[config.mk]
export PLATFORM = sky130hd
export DESIGN_NAME = bt_len_ctrl
export DESIGN_NICKNAME = d
export VERILOG_FILES = /design/src/rtl/bt_len_ctrl.sv
export SDC_FILE = /design/constraint.sdc
export NUM_CORES = 1
export LEC_CHECK = 0
export BUFFER_PORTS_ARGS = -buffer_cell sky130_fd_sc_hd__buf_2
export CORE_UTILIZATION = 28
export DETAILED_ROUTE_END_ITERATION = 12
export PLACE_DENSITY = 0.62
export REMOVE_ABC_BUFFERS = 1
export SYNTH_ARGS = -nofsm -noshare
export SYNTH_HDL_FRONTEND = slang
export SYNTH_SLANG_ARGS = --single-unit
export TNS_END_PERCENT = 50
[constraint.sdc]
create_clock -name aclk -period 1.8 [get_ports aclk]
set_input_delay 0.09 -clock aclk [delete_from_list [all_inputs] [get_ports aclk]]
set_output_delay 0.09 -clock aclk [all_outputs]
set_load 0.02 [all_outputs]
[src/rtl/bt_len_ctrl.sv]
// Sequencing controller for the bitmap length unit: issues one bitmap word at a time,
// captures cumulative lengths and tracks the block base offset. Optional overflow flag: BT_LEN_CTRL_OVF_EN.
module bt_len_ctrl #(
  parameter int BASE_W = 16
) (
  input  logic              aclk,
  input  logic              rst,
  input  logic              s_valid,
  output logic              s_ready,
  input  logic [15:0]       s_bitmap,
  input  logic              s_last,
  output logic [15:0]       bt_bitmap,
  input  logic [79:0]       bt_len,
  output logic              m_valid,
  input  logic              m_ready,
  output logic [BASE_W-1:0] m_base,
  output logic [79:0]       m_len,
  output logic [9:0]        m_total,
  output logic              m_last,
  output logic              ovf_err
);

  typedef enum logic [1:0] {IDLE, ISSUE, CAPT, OUT} state_t;

  state_t             state_q, state_d;
  logic [15:0]        bitmap_q, bitmap_d;
  logic               last_q, last_d;
  logic [BASE_W-1:0]  base_q, base_d;
  logic [BASE_W-1:0]  m_base_q, m_base_d;
  logic [79:0]        m_len_q, m_len_d;
  logic [9:0]         m_total_q, m_total_d;
  logic               m_last_q, m_last_d;
  logic               m_valid_q, m_valid_d;

  // Base plus this word's total, one bit wider so the carry is visible.
  logic [BASE_W:0]    base_sum;
  assign base_sum = {1'b0, base_q} + (BASE_W + 1)'(m_total_q);

`ifdef BT_LEN_CTRL_OVF_EN
  logic ovf_q, ovf_d;
`endif

  always_comb begin
    state_d   = state_q;
    bitmap_d  = bitmap_q;
    last_d    = last_q;
    base_d    = base_q;
    m_base_d  = m_base_q;
    m_len_d   = m_len_q;
    m_total_d = m_total_q;
    m_last_d  = m_last_q;
`ifdef BT_LEN_CTRL_OVF_EN
    ovf_d     = ovf_q;
`endif
    case (state_q)
      IDLE: begin
        if (s_valid) begin
          bitmap_d = s_bitmap;
          last_d   = s_last;
          state_d  = ISSUE;
        end
      end
      ISSUE: state_d = CAPT;
      CAPT: begin
        m_len_d   = bt_len;
        m_total_d = bt_len[79:70];
        m_last_d  = last_q;
        m_base_d  = base_q;
        state_d   = OUT;
      end
      OUT: begin
        if (m_ready) begin
          if (last_q) begin
            base_d = '0;
          end else begin
            base_d = base_sum[BASE_W-1:0];
`ifdef BT_LEN_CTRL_OVF_EN
            if (base_sum[BASE_W]) ovf_d = 1'b1;
`endif
          end
          state_d = IDLE;
        end
      end
      default: state_d = IDLE;
    endcase
    m_valid_d = (state_d == OUT);
  end

  always_ff @(posedge aclk) begin
    if (rst) begin
      state_q   <= IDLE;
      bitmap_q  <= '0;
      last_q    <= 1'b0;
      base_q    <= '0;
      m_base_q  <= '0;
      m_len_q   <= '0;
      m_total_q <= '0;
      m_last_q  <= 1'b0;
      m_valid_q <= 1'b0;
`ifdef BT_LEN_CTRL_OVF_EN
      ovf_q     <= 1'b0;
`endif
    end else begin
      state_q   <= state_d;
      bitmap_q  <= bitmap_d;
      last_q    <= last_d;
      base_q    <= base_d;
      m_base_q  <= m_base_d;
      m_len_q   <= m_len_d;
      m_total_q <= m_total_d;
      m_last_q  <= m_last_d;
      m_valid_q <= m_valid_d;
`ifdef BT_LEN_CTRL_OVF_EN
      ovf_q     <= ovf_d;
`endif
    end
  end

  assign s_ready   = (state_q == IDLE);
  assign bt_bitmap = bitmap_q;
  assign m_valid   = m_valid_q;
  assign m_base    = m_base_q;
  assign m_len     = m_len_q;
  assign m_total   = m_total_q;
  assign m_last    = m_last_q;
`ifdef BT_LEN_CTRL_OVF_EN
  assign ovf_err   = ovf_q;
`else
  assign ovf_err   = 1'b0;
`endif

endmodule

# ---- After elaboration in Yosys (flattened, before gate mapping)
# Cells that the tools add are included.
dict set report op_classes {
  n_addsub 1
  n_mul 0
  div_mod_pow 0
  n_lt_le_gt_ge 0
  n_eq_ne 4
  shifts 0
  mux 4
  bitwise 0
  reduce_logical 3
}
# operator n
set op_table {}
lappend op_table {{$add 16x10->16} 1}
lappend op_table {{$mux 16} 1}
lappend op_table {{$pmux 2 s4} 1}
lappend op_table {{$eq 2x2->1 const B} 3}
lappend op_table {{$mux 2} 2}
lappend op_table {{$reduce_and 2->1} 2}
lappend op_table {{$eq 2x1->1 const B} 1}
lappend op_table {{$logic_not 2->1} 1}
dict set report word_totals {
  reg_bits 143
  latch_bits 0
  ram_bits 0
  rom_bits 0
  inputBits 101
  output_inout_bits 126
  word_cells 21
  memories 0
}

# ---- Depth between registers and ports, before layout
# Gate-level depths: netlist of the first run.
dict set report depth {
  ltp_word 3
  mapped_depth 8
  depth_no_buf 8
}

# ---- Worst setup path after synthesis of the first run
# No wires, ideal clock.
dict set report synth_path {
  path_kind {register -> register}
  from {register m_len[70] (netlist name)}
  to {register base_q[14]}
  setup_time_ns 0.061
  arrival_time_ns 2.080
  t_required_ns 1.739
  path_slack_ns -0.341
  path_stages_with_launch 9
  path_buffers 0
  period_less_slack_ns 2.141
  cell_sequence {dfxtp_1 > ha_1 > inv_1 > fa_1 > nor2b_1 > o2111ai_1 > and4b_1 > or4_1 > nand2_1}
}
# item line
set synth_rtl {}
lappend synth_rtl {{to (signal assigned)} 107} ;# base_q <= base_d;
lappend synth_rtl {{to (decl)} 28} ;# logic [BASE_W-1:0] base_q, base_d;

==> results of run 1 <==
cells by family (layout without fill, tap and decap cells):
kind of cell / after synthesis / count (layout)
other: 1 / 1
xor gates and xnor gates: 4 / 4
DFF: 133 / 133
adders and majority gates: 11 / 11
muxes: 3 / 3
and+or+nand+nor: 300 / 300
buffers and inverters: 60 / 413
AOI/OAI and AO/OA: 160 / 160
metal layers:
metal  global-route usage [%]  vias up  wire length, um
met3                     5.51       21             1100
met4                     5.84        0              267
met1                     20.6     2575             7410
met5                        0        -                0
met2                     27.9      193             7720
li1                         -     2913                -
registers in the layout, summed over array words and instances, names as in the netlist:
register	flops
m_len	80
bt_bitmap	16
last_q	1
base_q	16
state_q	2
m_last	1
m_base	16
m_valid	1
worst max-delay path: cells and delay by family (launching register included):
kind | cells | cell delay, ns
AND/OR/NAND/NOR | 4 | 0.87
flip-flops | 1 | 0.35
adder cells (fa/ha/maj) | 2 | 0.49
buffers and inverters | 1 | 0.03
AO/OA/AOI/OAI | 1 | 0.15
per-stage QoR:
stage / std cells / setup TNS [ns] / setup WS [ns] / hold WS [ns] / power (mW)
2_1_floorplan: 617 / -210.77 / -2.14 / 0.159 / 3.70
6_report: 1254 / -0.273 / -0.132 / 0.0907 / 7.85
5_1_grt: 1254 / -0.924 / -0.227 / 0.102 / 8.19
3_3_place_gp: 1121 / -0.818 / -0.256 / 0.330 / 4.17
4_1_cts: 1252 / -0.353 / -0.135 / 0.0690 / 7.95
3_5_place_dp: 1121 / -1.05 / -0.282 / 0.336 / 4.18
cells in the final DEF, fill, tap and decap left out, types with 4 or more instances in the layout:
cell | Yosys | routed
buf_4 | 11 | 51
a31oi_1 | 4 | 4
nor3_1 | 6 | 6
nand3_1 | 5 | 5
a21o_1 | 4 | 4
buf_2 | 5 | 224
and3_1 | 7 | 7
dlygate4sd3_1 | 0 | 98
a21oi_1 | 123 | 122
o21ai_0 | 7 | 6
clkbuf_16 | 0 | 17
nand2_1 | 246 | 244
a22o_1 | 4 | 4
nor2_1 | 10 | 9
nor4_1 | 5 | 5
inv_1 | 5 | 4
ha_1 | 10 | 7
dfxtp_1 | 133 | 131
power by group through the flow:
stage               Combinational, mW  Sequential [mW]  Clock [mW]
floorplan                       0.307             3.40           0
global placement                0.964             3.21           0
detailed placement              0.968             3.22           0
CTS                              1.14             3.15        3.66
global route                     1.25             3.17        3.77
finish                           1.15             3.16        3.55
cell type report:
class	count	share of cell area (%)
clock buffer	20	5.32
clock inverter	12	1.79
inverter	5	0.219
multi-input combinational	479	28.6
sequential	133	31.1
tap	229	3.34
timing repair buffer	376	29.7
what timing repair did:
item                                    4_1_cts  5_1_grt
endpoints found under the setup margin        8        8
endpoints found under the hold margin        98        0
pin swaps                                     5        4
hold buffers                                 98        0
gates resized for setup                      14        6
setup buffers                                 1        2
worst max path at each step:
stage	startpoint	slack [ns]	cells after the start	end
finish	m_len[70]	-0.13	8	base_q[14]
global route	m_len[70]	-0.23	8	base_q[14]
CTS	m_len[70]	-0.14	8	base_q[14]
detailed placement	m_len[70]	-0.28	8	base_q[12]
global placement	m_len[70]	-0.26	8	base_q[14]
floorplan	state_q[1]	-2.14	3	m_base[0]
==> impl_results.md, run 1 <==
* Most frequent cell after synthesis: nand2_1
* CP Launch Type: register
* First-pass GRT wire length at ~27000 um
* CTS tree: yes
* Worst Path Required at 2.16 ns
* XOR/XNOR Fraction of Synth Area at 0.660%
* Largest net degree at the start of global routing at roughly 120
* Comb power frac at around 15%
* Simple-Gate Fraction of Synth Area at a little under a quarter
* WHS Path Cells at 4
* N_diodes at 0
* Failing checks: negative setup slack
* Die width at 140 um
* Worst-path cell chain: ha_4 > inv_2 > fa_2 > nor2b_2 > o2111ai_2 > and4b_1 > or4_4 > nand2_2
* Crit Path Max Fanout at 3
* P&R area growth vs syn at 61.6%
* Area contributors post-synth: dfxtp_1 (50%), nand2_1 (17%), a21oi_1 (12%)
* #FFs+latches synth at roughly 130
* Worst skew pair latency at between 0.4 and 0.5 ns
* Asr flop ratio synth at 0%
* Worst R2R Setup Slack at -0.13 ns
* Post-DRT Antenna Nets at 0
* Vias per cell at 4.55
* Main combinational cell family by area after synthesis: simple AND/OR/NAND/NOR gates
* Sw Ratio at between 20% and 30%
* Status: finished with violations
* Initial Util at between 20 and 30%
* R2R Path End: base_q[14]
* Die Ht at between 100 and 150 um
* Highest clock rate at about 520 MHz
* HP Class: in -> reg
* Slew @ Worst Pin at between 0.5 and 0.6 ns
* Static leakage at ~3.9 nW
* Share of layout cells above drive strength 1 at 32.1%
* Detailed Route Iter0 Violations at between 200 and 300
* Mapped Cells at around 670
* CTS buffer count at 17
* Root Driver: clkbuf_16
* FF/Latch Area at ~0.0027 sq mm
* Htree depth at 4
* Critical path's largest stage delay at roughly 0.41 ns
* Ys flop type: dfxtp_1
* Core Util, Final at 46.9%
* Drt wl/cell at ~13 um
* Seq pwr share at 40.2%
* Top cells by count, synth: nand2_1 (246), dfxtp_1 (133), a21oi_1 (123)
* Max_cap viols at 0
* Share of the synthesized area in the top cell type at between 50 and 60%
* Filler instances at approximately 1800
* Worst Clk Skew at between 0.008 and 0.009 ns
* Worst-path clk slew at about 0.060 ns
* Final Hold Vio Count at 0
* Core area at ~0.018 sq mm
* Vias at roughly 5700
* Total GRT Usage at between 15 and 20%
* Multi-input gate area at around 0.0025 sq mm
* Vias in the first global route at ~5500
* Grt ovf at 0
* PwrDens at roughly 900 mW/mm^2
* HP Start: m_ready
* Ports at approximately 230
* Peak supply drop at ~0.00064 V
* Initial antenna violation count at 0
* Worst Slack Setup Final at -0.132 ns
* Crit. End Element: register
* Design area at about 0.0086 sq mm
* DR pass1 iterations at 6
* Reg2reg start: m_len[70]
* Post-synthesis mux area share at less than 1%
* Post-synth EDFFs at 0
* Avg Cell Area, Syn at a little under 8 sq um
* CTS sink cnt at 133
* DRC viols at 0
* Tmin final at a little under 2 ns
* Arrival @ worst endpoint at 2.29 ns
* Setup Crit Path Kind: reg -> reg
* Sequential area share after synthesis at 50.2%
* Final setup fails at 5
* Final Wtd Congestion at 0.782
* # rows at 49
* DP Area at approximately 0.007 sq mm
* Slowest CP cell: or4_4
* Routed WL at around 16000 um
* Post-synthesis compound-gate area fraction at 17.1%
* RSZ-0062 raised after global routing: yes
* Switch Pwr at 2.02 mW
* Ys Warns at 0
* Die ar. at between 0.015 and 0.02 sq mm
* Slew Viols, Final at 0
* Final worst path period share at 107%
* NumNets Final at around 1100
* Clock power frac at about 45%
* Port Buffers at about 230
* Internal power at roughly 6 mW
* Worst Reg-to-Reg Cells at 8
* Synth cell types at 47
* Adder-Cell Fraction of Synth Area at under 10%
* Worst Hold End: m_valid
* Post-synthesis cell area at approximately 0.0053 sq mm
* Worst relative slew slack at 61.1%
* Final HPWL from detailed placement at 10100 um
* Yosys top cell by area: dfxtp_1
* CTS max path bufs at 2
(Power assumes the default switching activity.)
==> inputs of run 2 (changes only) <==
- BUFFER_PORTS_ARGS: -buffer_cell sky130_fd_sc_hd__buf_2 -> -buffer_cell sky130_fd_sc_hd__buf_4
==> run 2 against run 1 <==
  * The run still ends with negative setup slack left
  * Via count up 0.63%
  * Critical endpoint unchanged
  * Sequential power hardly changed
  * Wire length grew 1.8%
  * Largest power group unchanged
  * Count of clock-buffer cells in the layout fell by 2
  * Flip-flop and latch count is the same
  * Clock power decreased by 5.9%
  * Register-to-register slack worse by 0.02 ns
  * Largest cell class is now non-clock buffers
  * Fmax shrank 0.94%
==> impl_results.md, run 2 (same netlist as run 1, synthesis figures left out) <==
* Status: finished with violations (unchanged)
* Failing checks: negative setup slack (unchanged)
* Max_cap viols at 0 (unchanged)
* Grt ovf at 0 (unchanged)
* Final hold slack at 0.0595 ns (was 0.0907 ns)
* Worst Slack Setup Final at -0.151 ns (was -0.132 ns)
* Total GRT Usage at 17.0% (was 16.9%)
* Arrival @ worst endpoint at 2.31 ns (was 2.29 ns)
* Static leakage at 3.94 nW (was 3.87 nW)
* Final setup fails at 5 (unchanged)
* Sw Ratio at 26.4% (was 25.7%)
* Clock power frac at 42.8% (was 45.2%)
* WP buf/inv at 1 (unchanged)
* Setup TNS at -0.300 ns (was -0.273 ns)
* Internal power at 5.75 mW (was 5.83 mW)
* Post-place setup slack at -0.273 ns (was -0.282 ns)
* Worst-path clk slew at 0.06 ns (about the same)
* DRC viols at 0 (unchanged)
* Final Wtd Congestion at 0.785 (was 0.782)
* RSZ-0062 raised after global routing: yes (unchanged)
* CTS tree: yes (unchanged)
* Port Buffers at 225 (unchanged)
* CTS max path bufs at 2 (unchanged)
* Slew @ Worst Pin at 0.640 ns (was 0.583 ns)
* Worst path top cell family by delay: simple AND/OR/NAND/NOR gates (unchanged)
* Seq pwr share at 40.5% (was 40.2%)
* Slowest CP cell: or4_4 (unchanged)
* Commonest non-fill, non-tap cells in the layout: buf_4 (277), nand2_1 (246), dfxtp_1 (126), a21oi_1 (119), dlygate4sd3_1 (98) (was nand2_1 (244), buf_2 (224), dfxtp_1 (131), a21oi_1 (122), dlygate4sd3_1 (98))
* Critical path's largest stage delay at 0.41 ns (about the same)
* Peak supply drop at 0.000631 V (was 0.000639 V)
* Share of layout cells above drive strength 1 at 33.2% (was 32.1%)
* CP Launch Type: register (unchanged)
* Vias in the first global route at 5581 (was 5541)
* Die width at 140 um (unchanged)
* Final worst path period share at 108% (was 107%)
* Commonest non-fill, non-tap cell in the layout: buf_4 (was nand2_1)
* CTS buffer count at 17 (unchanged)
* Die ar. at 0.0195 sq mm (unchanged)
* Post-DRT Antenna Nets at 0 (unchanged)
* CTS sink cnt at 133 (unchanged)
* Initial antenna violation count at 0 (unchanged)
* Max reg flops at 80 (unchanged)
* CP Depth at 8 (unchanged)
* Tmin final at 1.95 ns (was 1.93 ns)
* Worst-path cell chain: ha_4 > inv_2 > fa_2 > nor2b_4 > o2111ai_4 > and4b_1 > or4_4 > nand2_1 (was ha_4 > inv_2 > fa_2 > nor2b_2 > o2111ai_2 > and4b_1 > or4_4 > nand2_2)
* Comb power frac at 16.6% (was 14.6%)
* Worst Hold End: m_valid (unchanged)
* Ports at 227 (unchanged)
* Detailed Route Iter0 Violations at 165 (was 262)
* Root Driver: clkbuf_16 (unchanged)
* Worst Path Required at 2.16 ns (about the same)
* Final Hold Vio Count at 0 (unchanged)
* Crit. End Element: register (unchanged)
* Crit Path Max Fanout at 3 (unchanged)
* NumNets Final at 1127 (was 1124)
* Core Util, Final at 50.4% (was 46.9%)
* Drt wl/cell at 13.4 um (was 13.2 um)
* Reg2reg start: m_len[70] (unchanged)
* Vias at 5738 (was 5702)
* WHS Path Cells at 4 (unchanged)
* # rows at 49 (unchanged)
* Worst skew pair latency at 0.41 ns (about the same)
* HP Class: in -> reg (unchanged)
* N_diodes at 0 (unchanged)
* Final HPWL from detailed placement at 10400 um (was 10100 um)
* Worst relative slew slack at 57.3% (was 61.1%)
* PwrDens at 847 mW/mm^2 (was 915 mW/mm^2)
* Routed WL at 16800 um (was 16500 um)
* Htree depth at 4 (unchanged)
* Largest net degree at the start of global routing at 125 (was 124)
* Highest clock rate at 513 MHz (was 518 MHz)
* Switch Pwr at 2.06 mW (was 2.02 mW)
* Worst Clk Skew at 0.00627 ns (was 0.00898 ns)
* Core area at 0.0183 sq mm (unchanged)
* DR pass1 iterations at 4 (was 6)
* P&R area growth vs syn at 73.6% (was 61.6%)
* R2R Path End: base_q[14] (unchanged)
* Die Ht at 140 um (unchanged)
* First-pass GRT wire length at 26900 um (about the same)
* Vias per cell at 4.57 (was 4.55)
* Slew Viols, Final at 0 (unchanged)
* HP Start: m_ready (unchanged)
* Worst Reg-to-Reg Cells at 8 (unchanged)
* Total power at 7.81 mW (was 7.85 mW)
* Initial Util at 29.1% (unchanged)
* Setup Crit Path Kind: reg -> reg (unchanged)
* Worst R2R Setup Slack at -0.15 ns (was -0.13 ns)
==> run 2: per-layer routing <==
metal	track usage [%]	up-vias	wire length, um	part of all wire, %
li1	-	2921	-	-
met1	20.8	2619	7520	45
met2	28.3	175	8040	48
met3	5.23	23	984	5.9
met4	5.55	0	240	1.4
met5	0	-	0	0
==> run 2: final cells by class <==
type                       instances  area (sq um)
fill                            1736          9050
clock buffer                      18           429
inverter                           5          18.8
sequential                       133          2670
multi-input combinational        479          2540
timing repair buffer             379          3130
tap                              229           287
clock inverter                    13           136
==> run 2: through the flow <==
stage / std cells / cell area [sq um]
6_report: 1256 / 9220
3_3_place_gp: 1124 / 7460
2_1_floorplan: 617 / 5040
5_1_grt: 1256 / 9220
4_1_cts: 1254 / 9080
3_5_place_dp: 1124 / 7460
==> run 2: worst max path at each step <==
stage | from | end | slack [ns]
3_3_place_gp | m_len[70] | base_q[14] | -0.22
4_1_cts | m_len[70] | base_q[14] | -0.12
3_5_place_dp | m_len[70] | base_q[8] | -0.27
6_report | m_len[70] | base_q[14] | -0.15
5_1_grt | m_len[70] | base_q[14] | -0.21
2_1_floorplan | state_q[1] | m_base[0] | -2.14
==> run 2: power by group through the flow <==
stage / Clock (mW) / Combinational, mW / Sequential [mW]
floorplan: 0 / 0.307 / 3.40
global placement: 0 / 1.10 / 3.22
detailed placement: 0 / 1.10 / 3.22
CTS: 3.42 / 1.29 / 3.16
global route: 3.57 / 1.40 / 3.18
finish: 3.34 / 1.30 / 3.17
==> run 2: what timing repair did <==
| action | CTS | global route |
|---|---|---|
| endpoints found under the hold margin | 98 | 0 |
| setup buffers | 1 | 2 |
| pin swaps | 1 | 9 |
| hold buffers | 98 | 0 |
| resized for setup | 14 | 23 |
| setup endpoints to repair | 9 | 11 |
==> run 2: worst reg2reg max path, delay by kind of cell (launching register included) <==
kind	cells	cell delay (ns)
AOI/OAI and AO/OA	1	0.14
and+or+nand+nor	4	0.88
adders and majority gates	2	0.50
buffers and inverters	1	0.03
DFF	1	0.35
